--- config.mk ---
export PLATFORM = sky130hd
export DESIGN_NAME = echo_cmd_sequencer
export DESIGN_NICKNAME = d
export VERILOG_FILES = /design/src/rtl/echo_cmd_sequencer.sv
export SDC_FILE = /design/constraint.sdc
export NUM_CORES = 1
export LEC_CHECK = 0
export ABC_AREA = 1
export CORE_MARGIN = 5
export CORE_UTILIZATION = 35
export DETAILED_ROUTE_END_ITERATION = 6
export REMOVE_ABC_BUFFERS = 1
export SKIP_LAST_GASP = 1
export SYNTH_ARGS = -nofsm -noshare
export SYNTH_HDL_FRONTEND = slang
export SYNTH_SLANG_ARGS = --single-unit
--- constraint.sdc ---
create_clock -name clk -period 1.85 [get_ports clk]
set_clock_uncertainty 0.15 [all_clocks]
set_input_delay 0.555 -clock clk [delete_from_list [all_inputs] [get_ports clk]]
set_output_delay 0.555 -clock clk [all_outputs]
set_load 0.02 [all_outputs]
--- src/rtl/echo_cmd_sequencer.sv ---
// -----------------------------------------------------------------------------
// echo_cmd_sequencer
//
// Upstream sequencer for the shift-echo datapath unit. A request word is taken
// over a valid/ready channel and driven onto dp_data_in. dp_cmd then walks the
// unit through a load phase and a drive phase, each SETTLE_CYC cycles long
// (legal range 1..15). At the end of the drive phase the unit's Data_out bus is
// sampled and returned on the response channel.
//
// dp_cmd = {tag, phase}. phase 0 = load or bus released, 1 = drive. The tag
// advances on every accepted request, so the level-sensitive unit sees a new
// Command value on every phase, including back-to-back words.
//
// Valid/ready semantics (both channels): a word moves on a rising clk edge where
// valid and ready are both 1. A source holds valid and data steady until the
// transfer happens. req_ready is combinational and also rises in RESP when
// rsp_ready is high, so a response drain and the next request accept can share
// one edge.
//
// Ports
//   clk, reset_n      clock, asynchronous active-low reset
//   req_valid/ready   request handshake, req_data = word to echo
//   rsp_valid/ready   response handshake, rsp_data = sampled Data_out,
//                     rsp_ovf = request had a nonzero bit in its top three bits
//   busy              1 whenever the FSM is not IDLE
//   dp_data_in        to datapath Data_in, held from one accept to the next
//   dp_cmd            to datapath Command
//   dp_data_out       from datapath Data_out, meaningful only while dp_cmd[0]=1
//   dbg_state         current FSM state (IDLE=0, LOAD=1, DRIVE=2, RESP=3)
// -----------------------------------------------------------------------------
module echo_cmd_sequencer #(
  parameter int DATA_W     = 16,
  parameter int CMD_W      = 8,
  parameter int SETTLE_CYC = 2
) (
  input  logic              clk,
  input  logic              reset_n,
  input  logic              req_valid,
  output logic              req_ready,
  input  logic [DATA_W-1:0] req_data,
  output logic              rsp_valid,
  input  logic              rsp_ready,
  output logic [DATA_W-1:0] rsp_data,
  output logic              rsp_ovf,
  output logic              busy,
  output logic [DATA_W-1:0] dp_data_in,
  output logic [CMD_W-1:0]  dp_cmd,
  input  logic [DATA_W-1:0] dp_data_out,
  output logic [1:0]        dbg_state
);

  localparam int TAG_W = CMD_W - 1;
  // Terminal count of each phase; counter restarts at 0 on entry.
  localparam logic [3:0] CNT_LAST = 4'(SETTLE_CYC - 1);

  typedef enum logic [1:0] {
    S_IDLE  = 2'd0,
    S_LOAD  = 2'd1,
    S_DRIVE = 2'd2,
    S_RESP  = 2'd3
  } state_e;

  state_e              state_q;
  logic [TAG_W-1:0]    tag_q;
  logic [TAG_W-1:0]    tag_d;
  logic [3:0]          cnt_q;
  logic [3:0]          cnt_d;
  logic [CMD_W-1:0]    dp_cmd_q;
  logic [DATA_W-1:0]   dp_data_in_q;
  logic                rsp_valid_q;
  logic [DATA_W-1:0]   rsp_data_q;
  logic                rsp_ovf_q;
  logic                accept;
  logic                req_ovf;

  // Tag wraps naturally at 2^TAG_W; never equals the previous tag.
  assign tag_d   = tag_q + 1'b1;
  assign cnt_d   = cnt_q + 4'd1;
  assign req_ovf = |req_data[DATA_W-1:DATA_W-3];

  assign req_ready = (state_q == S_IDLE) | ((state_q == S_RESP) & rsp_ready);
  assign accept    = req_valid & req_ready;

  always_ff @(posedge clk or negedge reset_n) begin
    if (!reset_n) begin
      state_q      <= S_IDLE;
      tag_q        <= '0;
      cnt_q        <= '0;
      dp_cmd_q     <= '0;
      dp_data_in_q <= '0;
      rsp_valid_q  <= 1'b0;
      rsp_data_q   <= '0;
      rsp_ovf_q    <= 1'b0;
    end else begin
      case (state_q)
        S_LOAD: begin
          if (cnt_q == CNT_LAST) begin
            dp_cmd_q <= {tag_q, 1'b1};
            cnt_q    <= '0;
            state_q  <= S_DRIVE;
          end else begin
            cnt_q <= cnt_d;
          end
        end
        S_DRIVE: begin
          if (cnt_q == CNT_LAST) begin
            rsp_data_q  <= dp_data_out;
            rsp_valid_q <= 1'b1;
            dp_cmd_q    <= {tag_q, 1'b0};
            cnt_q       <= '0;
            state_q     <= S_RESP;
          end else begin
            cnt_q <= cnt_d;
          end
        end
        S_RESP: begin
          if (rsp_ready) begin
            rsp_valid_q <= 1'b0;
            state_q     <= S_IDLE;
          end
        end
        default: ;
      endcase

      // Accept is only possible from IDLE or a draining RESP; placed last so
      // it overrides the RESP->IDLE move when both happen on one edge.
      if (accept) begin
        dp_data_in_q <= req_data;
        rsp_ovf_q    <= req_ovf;
        tag_q        <= tag_d;
        dp_cmd_q     <= {tag_d, 1'b0};
        cnt_q        <= '0;
        state_q      <= S_LOAD;
      end
    end
  end

  assign rsp_valid  = rsp_valid_q;
  assign rsp_data   = rsp_data_q;
  assign rsp_ovf    = rsp_ovf_q;
  assign busy       = (state_q != S_IDLE);
  assign dp_data_in = dp_data_in_q;
  assign dp_cmd     = dp_cmd_q;
  assign dbg_state  = state_q;

endmodule

# Word-level counts from Yosys, hierarchy flattened
# Cells that the tools add are included.
# totals
register_bits	55
latch_bits	0
ramBits	0
memories	0
mem_bits_ro	0
# op_classes
n_mul	0
reduce_logical	12
mux	15
div_mod_pow	0
n_shift	0
eq_ne	9
bitwise	3
n_lt_le_gt_ge	0
addsub	2
# op_table
cell	n
8-bit 2-to-1 mux	3
8-bit case mux with 2 select lines	1
4-bit 2-to-1 mux	3
3-bit inequality test (second input constant)	3
2-bit 2-to-1 mux	4
7-bit by 1-bit adder with 7-bit output (second input constant)	1
2-bit case mux with 3 select lines	1
3-bit AND reduction	2
2-bit nonzero test	3
4-bit by 1-bit adder with 4-bit output (second input constant)	1
2-bit equality test (second input constant)	2
4-bit by 1-bit equality test with 1-bit output (second input constant)	1
2-bit inequality test (second input constant)	2
4-bit AND reduction	1
4-bit nonzero test	1
3-bit nonzero test	1
3-bit OR reduction	1
1-bit bitwise AND	2
2-bit by 1-bit equality test with 1-bit output (second input constant)	1
2-bit logical NOT	1
1-bit 2-to-1 mux	2
1-bit case mux with 2 select lines	1
2-bit AND reduction	1
2-bit OR reduction	1
1-bit bitwise OR	1

# Longest topological paths before layout
# depth
depth_word	6
mapped_depth	10
ltp_nobuf	9

# Least setup slack after synthesis
# No wires, ideal clock.
# synth_path
path_type	reg-to-reg
start	register state_q[0], in the netlist dbg_state[0]
end	register cnt_q[3]
path_stages_with_launch	10
setup_slack_ns	0.001
arrival_ns	1.623
required_ns	1.624
path_buffers	2
cell_sequence	dfrtp_1 -> inv_1 -> ha_1 -> inv_2 -> nand2_2 -> nand2_2 -> buf_6 -> buf_4 -> nand4_1 -> o21ai_1
# synth_between
elab_chain_len	5
word_cells_on_any_way	10
classes_between	eq/ne (3); mux (1); bitwise (3); reduce/logical (3)
# synth_lines
element	line_no	text
from (decl)	63	state_e state_q;
from (signal assigned)	86	state_q <= S_IDLE;
from (signal assigned)	100	state_q <= S_DRIVE;
from (signal assigned)	111	state_q <= S_RESP;
2-bit equality test	81	assign req_ready = (state_q == S_IDLE) | ((state_q == S_RESP) & rsp_ready);
1-bit bitwise AND	81	
1-bit bitwise OR (*)	81	
net req_ready	39	output logic req_ready,
1-bit bitwise AND (*)	82	assign accept = req_valid & req_ready;
4-bit 2-to-1 mux or 2-bit nonzero test (tied branches)	--	
to (signal assigned)	102	cnt_q <= cnt_d;
to (signal assigned)	113	cnt_q <= cnt_d;
to (decl)	66	logic [3:0] cnt_q;
# The timed path passes the listed nets; every way through them passes the cells marked *.
# A chain may end at the register's enable or synchronous reset.

# Worst setup path after layout
# layout_path
start	register state_q[0], in the netlist dbg_state[0]
end	output req_ready
# layout_between
elab_chain_len	3
word_cells_on_any_way	4
classes_between	eq/ne (1); bitwise (2); reduce/logical (1)
# layout_lines
element	line_no
2-bit equality test	81
1-bit bitwise AND	81
1-bit bitwise OR (*)	81
to (decl)	39
# Mark *: on every way between the ends. The rest lies on a longest branch, timed or not.

==> reports/metrics.cfg <==
[clock_tree]
cts.clk_slew.worst_paths_ns=0.09
cts-root-buf=clkbuf_8
worstSkewPairLatency_ns=0.30
clk_path_buf_depth=2
cts_buffers=5
ctsHoldBuffers=0
cts_tree=done
clock_sinks=55
cts_max_level=2

[power]
p_total_mw=6.45
p_leak_nw=1.93
powerDensity_mw_per_mm2=1770
vdd_drop_max_uv=957

[cells_and_area]
fillers=671
regArea_sq_mm=0.00138
nNetsFinal=431
drive_gt1_frac=0.155
diodes=0
area_growth_pct=48.4
multi_input_area_sq_um=985
final_cell_mix=122 x nand2_1, 55 x dfrtp_1, 43 x dlygate4sd2_1
final_common_cell=nand2_1

[synthesis]
yosysTopAreaCellShare=0.561
syn_avg_cell_area_sq_um=8.83
netlist_instances=278
synth_cell_types=26
ys_ff_latch=55
synth_top_cell_by_area=dfrtp_1
synth-seq-area-share=0.561
synth_area_leaders=dfrtp_1 56%, nand2_1 19%, nand3_1 5.3%
yosys_warnings=0
synth_area_sq_mm=0.00245

[sta]
maxSlewHeadroom=0.805
fmax_mhz=524
worst_hold_slack_ns=0.0726
finalCritPeriodShare=1.03
finalSetupViolCount=2
fin_tns_setup_ns=-0.0803
rsz0062_at_grt=true
timing.final.ws_setup_ns=-0.0599
worst_pin_slew_ns=0.293
maxSlewViolCount=0
hold_viol=0
finalCriticalPeriod_ns=1.91

[route]
firstDrtPassIters=5
drtAntennaViolNets=0
wl_um=5730
vias_per_cell=4.38
dr.first_iter.drc_count=47
drc=0
vias=2110
avgRoutedWirePerCell_um=11.9

[global_route]
grt-ovfl-total=0
antenna_found_initial=0
grt_start_max_net_pins=56
grt_usage=0.134
grt_pass1_vias=2073
grtUsageMet1=0.170
grt_pass1_wl_um=9440
grt-busiest-layer=met2
grt.met3_usage=0.0337
met2_usage=0.223

[place]
place.port_buffers=81
gp_congestion=0.839
dp_hpwl_um=4180
pre_cts_slack_ns=-0.679

[hold_path]
min_path_type=in -> async

[job]
cap_violations=0

[run_status]
outcome=finished, violations left
violations=setup timing

[critical_path]
critPathKind=reg -> out
cp-end-kind=output pin
critPathArrivalTime_ns=1.20
worst_setup_path_start_kind=flop
regToRegSetupSlack_ns=0.11
crit_fanout=4
worstPathRequired_ns=1.14

[floorplanning]
io_pins=82
rows=30
fp.dieW_um=93.8
die_h_um=93.8
dieArea_sq_mm=0.00879
initial_utilization=0.361
core_sq_mm=0.00679

-- synthesized netlist by cell type (all sizes together) --
library cell,n
nand3b,1
inv,17
nand4,5
nand2,128
mux2i,1
nand3,26
dfrtp,55
nor2,8
ha,9
and2,3
o21ai,8
nor3,1
a21oi,2
xnor2,1
xor2,1
buf,8
o22ai,2
clkbuf,1
o21bai,1
-- final cells by class --
type | count | share of cell area
multi-input cells | 197 | 0.270
well taps | 96 | 0.0330
clock inverters | 1 | 0.00824
flip-flops and latches | 55 | 0.378
clock buffers | 6 | 0.0199
repair buffers | 110 | 0.272
inverters | 17 | 0.0182
-- critical path, stage by stage, from the launching register on --
cell     delay (ns)
dfrtp_1        0.42
inv_2          0.07
ha_4           0.16
inv_4          0.06
nand2_2        0.06
buf_6          0.13
-- worst paths after layout --
| path | from | end | cells after the start |
|---|---|---|---|
| min | reset_n | dp_cmd[5] | 2 |
| min in group clk | rsp_data[12] | rsp_data[12] | 2 |
| max in group asynchronous | reset_n | cnt_q[0] | 2 |
| max reg2reg | dbg_state[1] | tag_q[6] | 9 |
| max | dbg_state[0] | req_ready | 5 |
| min reg2reg | rsp_data[12] | rsp_data[12] | 2 |
-- power by group --
group / total (mW) / leakage (nW) / switching (mW) / internal (mW)
sequential: 2.08 / 0.674 / 0.319 / 1.76
combinational: 3.59 / 1.20 / 2.06 / 1.54
clock: 0.770 / 0.0513 / 0.373 / 0.397
-- through the flow --
step / instances / util / cell area, sq um
after floorplan: 269 / - / 2400
after global placement: 468 / 0.515 / 3500
after detailed placement: 468 / 0.515 / 3500
after CTS: 480 / 0.528 / 3580
after global routing: 482 / 0.536 / 3640
final: 482 / 0.536 / 3640
-- flip-flops by register name (all words and copies together) (netlist names) --
register,cells
dp_data_in,16
rsp_data,16
dp_cmd,8
tag_q,7
cnt_q,4
dbg_state,2
rsp_ovf,1
rsp_valid,1
-- metal layers --
| layer | vias to the layer above | part of all wire |
|---|---|---|
| li1 | 1093 | - |
| met1 | 965 | 0.45 |
| met2 | 45 | 0.48 |
| met3 | 7 | 0.050 |
| met4 | 0 | 0.014 |
| met5 | - | 0 |
-- repair_timing --
action,in CTS,in global routing
gates resized for setup,65,13
gates cloned,0,0
buffers inserted,5,3
endpoints found under the setup margin,47,14
pin swaps,1,4
-- kinds of logic (layout without fill, tap and decap cells) --
family | Yosys count | in the layout | synth area share
AND/OR/NAND/NOR | 172 | 172 | 0.295
multiplexers | 1 | 1 | 0.00408
XOR/XNOR | 2 | 2 | 0.0102
buffers and inverters | 26 | 134 | 0.0499
adder cells (fa/ha/maj) | 9 | 9 | 0.0459
flip-flops | 55 | 55 | 0.561
AO/OA/AOI/OAI | 13 | 13 | 0.0347
(Power assumes the default switching activity.)
==> RTL edit 1, RTL diff (same settings) <==
The parameter `DATA_W` goes from 16 to 20.
--- a/src/rtl/echo_cmd_sequencer.sv
+++ b/src/rtl/echo_cmd_sequencer.sv
@@ -31,3 +31,3 @@
 module echo_cmd_sequencer #(
-  parameter int DATA_W     = 16,
+  parameter int DATA_W     = 20,
   parameter int CMD_W      = 8,
Ports: changed (resized dp_data_in, dp_data_out, req_data and rsp_data); port bits go from 82 to 98. The function was not compared with the original's and may differ.
==> RTL edit 1 against the original RTL <==
  * The flow still finishes with violations (setup timing)
  * Register-to-register slack worse by 0.06 ns
  * Final area is 18% higher
  * Core utilization increased by 2.5 points
  * Power is 21% higher
  * Synthesized area rose by 12%
  * Routed wire length is 27% higher
  * Sequential cell count up 8
  * Worst setup slack worse by 0.039 ns
  * Non-clock buffer count increased by 21
  * Critical path type unchanged
  * Highest routed layer unchanged
==> RTL edit 1: results (changes against the original RTL) <==
Run status
  – Outcome: finished, violations left (unchanged)
  – Violated checks: setup timing (unchanged)

Detailed routing
  – Post-Route WL: 7.283 mm (was 5.725 mm)
  – Met2 wire length: 3.598 mm (was 2.752 mm)
  – 1st-iter DRT viols: 57 (was 47)
  – Initial DRT Pass Iterations: 4 (was 5)

Clock tree
  – CTS Buf Count: 9 (was 5)
  – H-tree Lvls: 3 (was 2)
  – Worst-Skew Late Latency: 0.33 ns (was 0.30 ns)

Yosys
  – Yosys cell types: 27 (was 26)
  – Syn_area_per_cell: 8.822 um^2 (was 8.830 um^2)
  – Seq/Total Area, Yosys: 0.5709 (was 0.5607)

Setup path
  – Worst reg2reg setup slack: 0.05 ns (was 0.11 ns)
  – Arr. time, crit path: 1.24 ns (was 1.20 ns)

Placement
  – Placed inst area: 4043 um^2 (was 3500 um^2)
  – Pre-CTS setup slack: -0.6302 ns (was -0.6787 ns)
  – RD Place Congestion: 0.7241 (was 0.8392)
  – DP Cell Count: 529 (was 468)
  – # port buffers: 97 (was 81)

Pwr
  – Leakage: 2.277 nW (was 1.930 nW)

Floorplanning
  – Tap Count: 102 (was 96)

Final layout
  – Sequential Area: 1577 um^2 (was 1376 um^2)
  – Non-Filler Instances: 549 (was 482)
  – Sequential share of cell area: 0.3654 (was 0.3779)
  – Count of multi-input gates: 221 (was 197)
  – Multi-input logic area: 1086 um^2 (was 984.7 um^2)
  – Clock buf/inv share: 0.05017 (was 0.02817)
  – # clk buffers: 13 (was 6)

Timing
  – Final WS setup: -0.09937 ns (was -0.05994 ns)
  – Slew @ Worst Pin: 0.3462 ns (was 0.2925 ns)
  – Final setup fails: 2 (unchanged)

Global routing
  – Met3 Use GR: 0.03609 (was 0.03365)
  – Met1 Use GR: 0.1812 (was 0.1701)
  – Largest net degree at the start of global routing: 64 (was 56)
## RTL edit 1: per-stage QoR
stage	setup TNS (ns)	hold WS, ns
detailed placement	-9.200	0.3072
finish	-0.1104	0.07542
floorplan	-7.485	0.1094
CTS	-1.038	0.08088
global route	-0.3194	0.1002
global placement	-8.084	0.3033
## RTL edit 1: logic make-up after synthesis
group	Yosys count	synth area share
muxes	1	0.003625
adders and majority gates	9	0.04078
xor gates and xnor gates	2	0.006345
buffers and inverters	29	0.05210
AOI/OAI and AO/OA	13	0.03081
DFF	63	0.5709
and+or+nand+nor	196	0.2954
## RTL edit 1: where the power goes
group | switching (mW) | internal (mW) | leakage (nW)
combinational | 2.38 | 1.78 | 1.40
sequential | 0.366 | 2.03 | 0.773
clock | 0.511 | 0.762 | 0.108
## RTL edit 1: how the worst min path moves through the flow
| stage | slack, ns | start | to | depth (start not counted) |
|---|---|---|---|---|
| after floorplan | 0.11 | reset_n | cnt_q[0]$_DFFE_PN0P_ | 0 |
| after global placement | 0.30 | rsp_data[16]$_DFFE_PN0P_ | rsp_data[16]$_DFFE_PN0P_ | 2 |
| after detailed placement | 0.31 | rsp_data[16]$_DFFE_PN0P_ | rsp_data[16]$_DFFE_PN0P_ | 2 |
| after CTS | 0.08 | reset_n | rsp_data[12]$_DFFE_PN0P_ | 2 |
| after global routing | 0.10 | reset_n | rsp_data[0]$_DFFE_PN0P_ | 2 |
| final | 0.08 | reset_n | rsp_data[0]$_DFFE_PN0P_ | 2 |
## RTL edit 1: repair_timing
action	in CTS	in global routing
endpoints found under the setup margin	54	31
gates resized for setup	76	15
setup buffers	4	4
cloned	0	1
pin swaps	1	11
==> RTL edit 2, RTL diff (same settings) <==
Made on the original files. Register the output `dbg_state` once more, without a reset; this adds one clock of latency there. The other outputs are not delayed to match.
--- a/src/rtl/echo_cmd_sequencer.sv
+++ b/src/rtl/echo_cmd_sequencer.sv
@@ -143,3 +143,5 @@
   assign dp_cmd     = dp_cmd_q;
-  assign dbg_state  = state_q;
+  always_ff @(posedge clk) begin
+    dbg_state <= state_q;
+  end
 
Function: changed (a bounded check fails within 4 cycles, from zero or initial values and one cycle with reset_n low).
==> RTL edit 2 against the original RTL <==
  * The flow still finishes with violations (setup timing)
  * Routed wire length grew 7.8%
  * Final area grew 5.9%
  * Clock power grew 64%
  * Power grew 11%
  * Worst setup slack lost 0.0016 ns
  * Synthesized area grew 0.71%
  * Via count grew 5.1%
  * Count of clock-buffer cells in the layout grew 3
  * Combinational power grew 3%
  * Sequential cell count grew 2
  * Worst hold slack gained 0.0018 ns
  * Critical path type unchanged
  * Largest cell class unchanged
==> RTL edit 2: results (changes against the original RTL) <==
Run status
  – Outcome: finished, violations left (unchanged)
  – Violated checks: setup timing (unchanged)

Yosys
  – Commonest cells in the netlist: nand2_1 (117), dfrtp_1 (55), nand3_1 (27) (was nand2_1 (123), dfrtp_1 (55), nand3_1 (26))
  – Seq/Total Area, Yosys: 0.5729 (was 0.5607)
  – Syn_area_per_cell: 8.893 um^2 (was 8.830 um^2)
  – Asr flop ratio synth: 0.9649 (was 1.000)

Setup path
  – Worst reg2reg startpoint: state_q[0]$_DFFE_PN0P_ (was dbg_state[1]$_DFFE_PN0P_)
  – Slowest CP cell: dfrtp_2 (was dfrtp_1)
  – Cell count of the worst reg-to-reg path: 10 (was 9)
  – CP Max Fanout: 3 (was 4)

Global routing
  – Met1 Use GR: 0.1852 (was 0.1701)
  – Vias in the first global route: 2306 (was 2073)
  – Met3 Use GR: 0.03926 (was 0.03365)
  – GR Util met2: 0.2431 (was 0.2229)
  – First-pass GRT wire length: 10.39 mm (was 9.439 mm)

Final layout
  – Non-clock buffer share: 0.2647 (was 0.2724)
  – Filler Cells Inserted: 658 (was 671)
  – Sequential share of cell area: 0.3678 (was 0.3779)
  – Sequential cell count: 57 (was 55)
  – Count of plain and timing-repair buffers: 108 (was 110)
  – Layout cells sized above 1: 0.1751 (was 0.1554)

Pwr
  – Leakage: 2.006 nW (was 1.930 nW)
  – Clk. pwr: 1.26 mW (was 0.770 mW)
  – Worst VDD drop: 0.7726 mV (was 0.9574 mV)

Clock tree
  – Clock slew at reported path FFs: 0.07 ns (was 0.09 ns)
  – H-tree Lvls: 3 (was 2)

Detailed routing
  – Met2 wire length: 2.881 mm (was 2.752 mm)
  – 1st-iter DRT viols: 79 (was 47)
  – Met3 wire len: 396 um (was 288 um)
  – Post-Route WL: 6.174 mm (was 5.725 mm)
  – Via density: 4.524 (was 4.378)

Placement
  – RD Place Congestion: 0.7316 (was 0.8392)
  – Placed inst area: 3527 um^2 (was 3500 um^2)
  – DP Cell Count: 466 (was 468)
  – Hpwl dp: 4.356 mm (was 4.180 mm)

Timing
  – Final WS setup: -0.06155 ns (was -0.05994 ns)
  – Hold_ws: 0.07447 ns (was 0.07262 ns)
  – TNS Setup: -0.07486 ns (was -0.08034 ns)
  – Final setup fails: 2 (unchanged)
  – Slew @ Worst Pin: 0.4485 ns (was 0.2925 ns)
==> RTL edit 2: cell types whose count changed in the layout (fill, tap and decap cells not counted), moves of 3 or more <==
cell      unedited run  this run
nand2_4              1         4
nand4_1              5         1
a21oi_1              1         4
o21ai_1              6         0
nor2_1               7        13
buf_6                6         3
buf_4               25        21
clkbuf_8             5         9
o21ai_0              0         8
nand2_1            122       113
==> RTL edit 2: logic make-up (layout without fill, tap and decap cells) <==
family	count (synthesis)	after routing	share of synthesized area
XOR/XNOR	2	2	0.007086
flip-flops	57	57	0.5729
AO/OA/AOI/OAI	18	18	0.04555
adder cells (fa/ha/maj)	9	9	0.04555
buffers and inverters	25	141	0.04655
AND/OR/NAND/NOR	167	167	0.2824
==> RTL edit 2: repair_timing <==
action | 4_1_cts | 5_1_grt
pin swaps | 1 | 8
setup endpoints to repair | 46 | 28
cloned | 0 | 1
gates resized for setup | 63 | 18
buffers inserted | 4 | 4
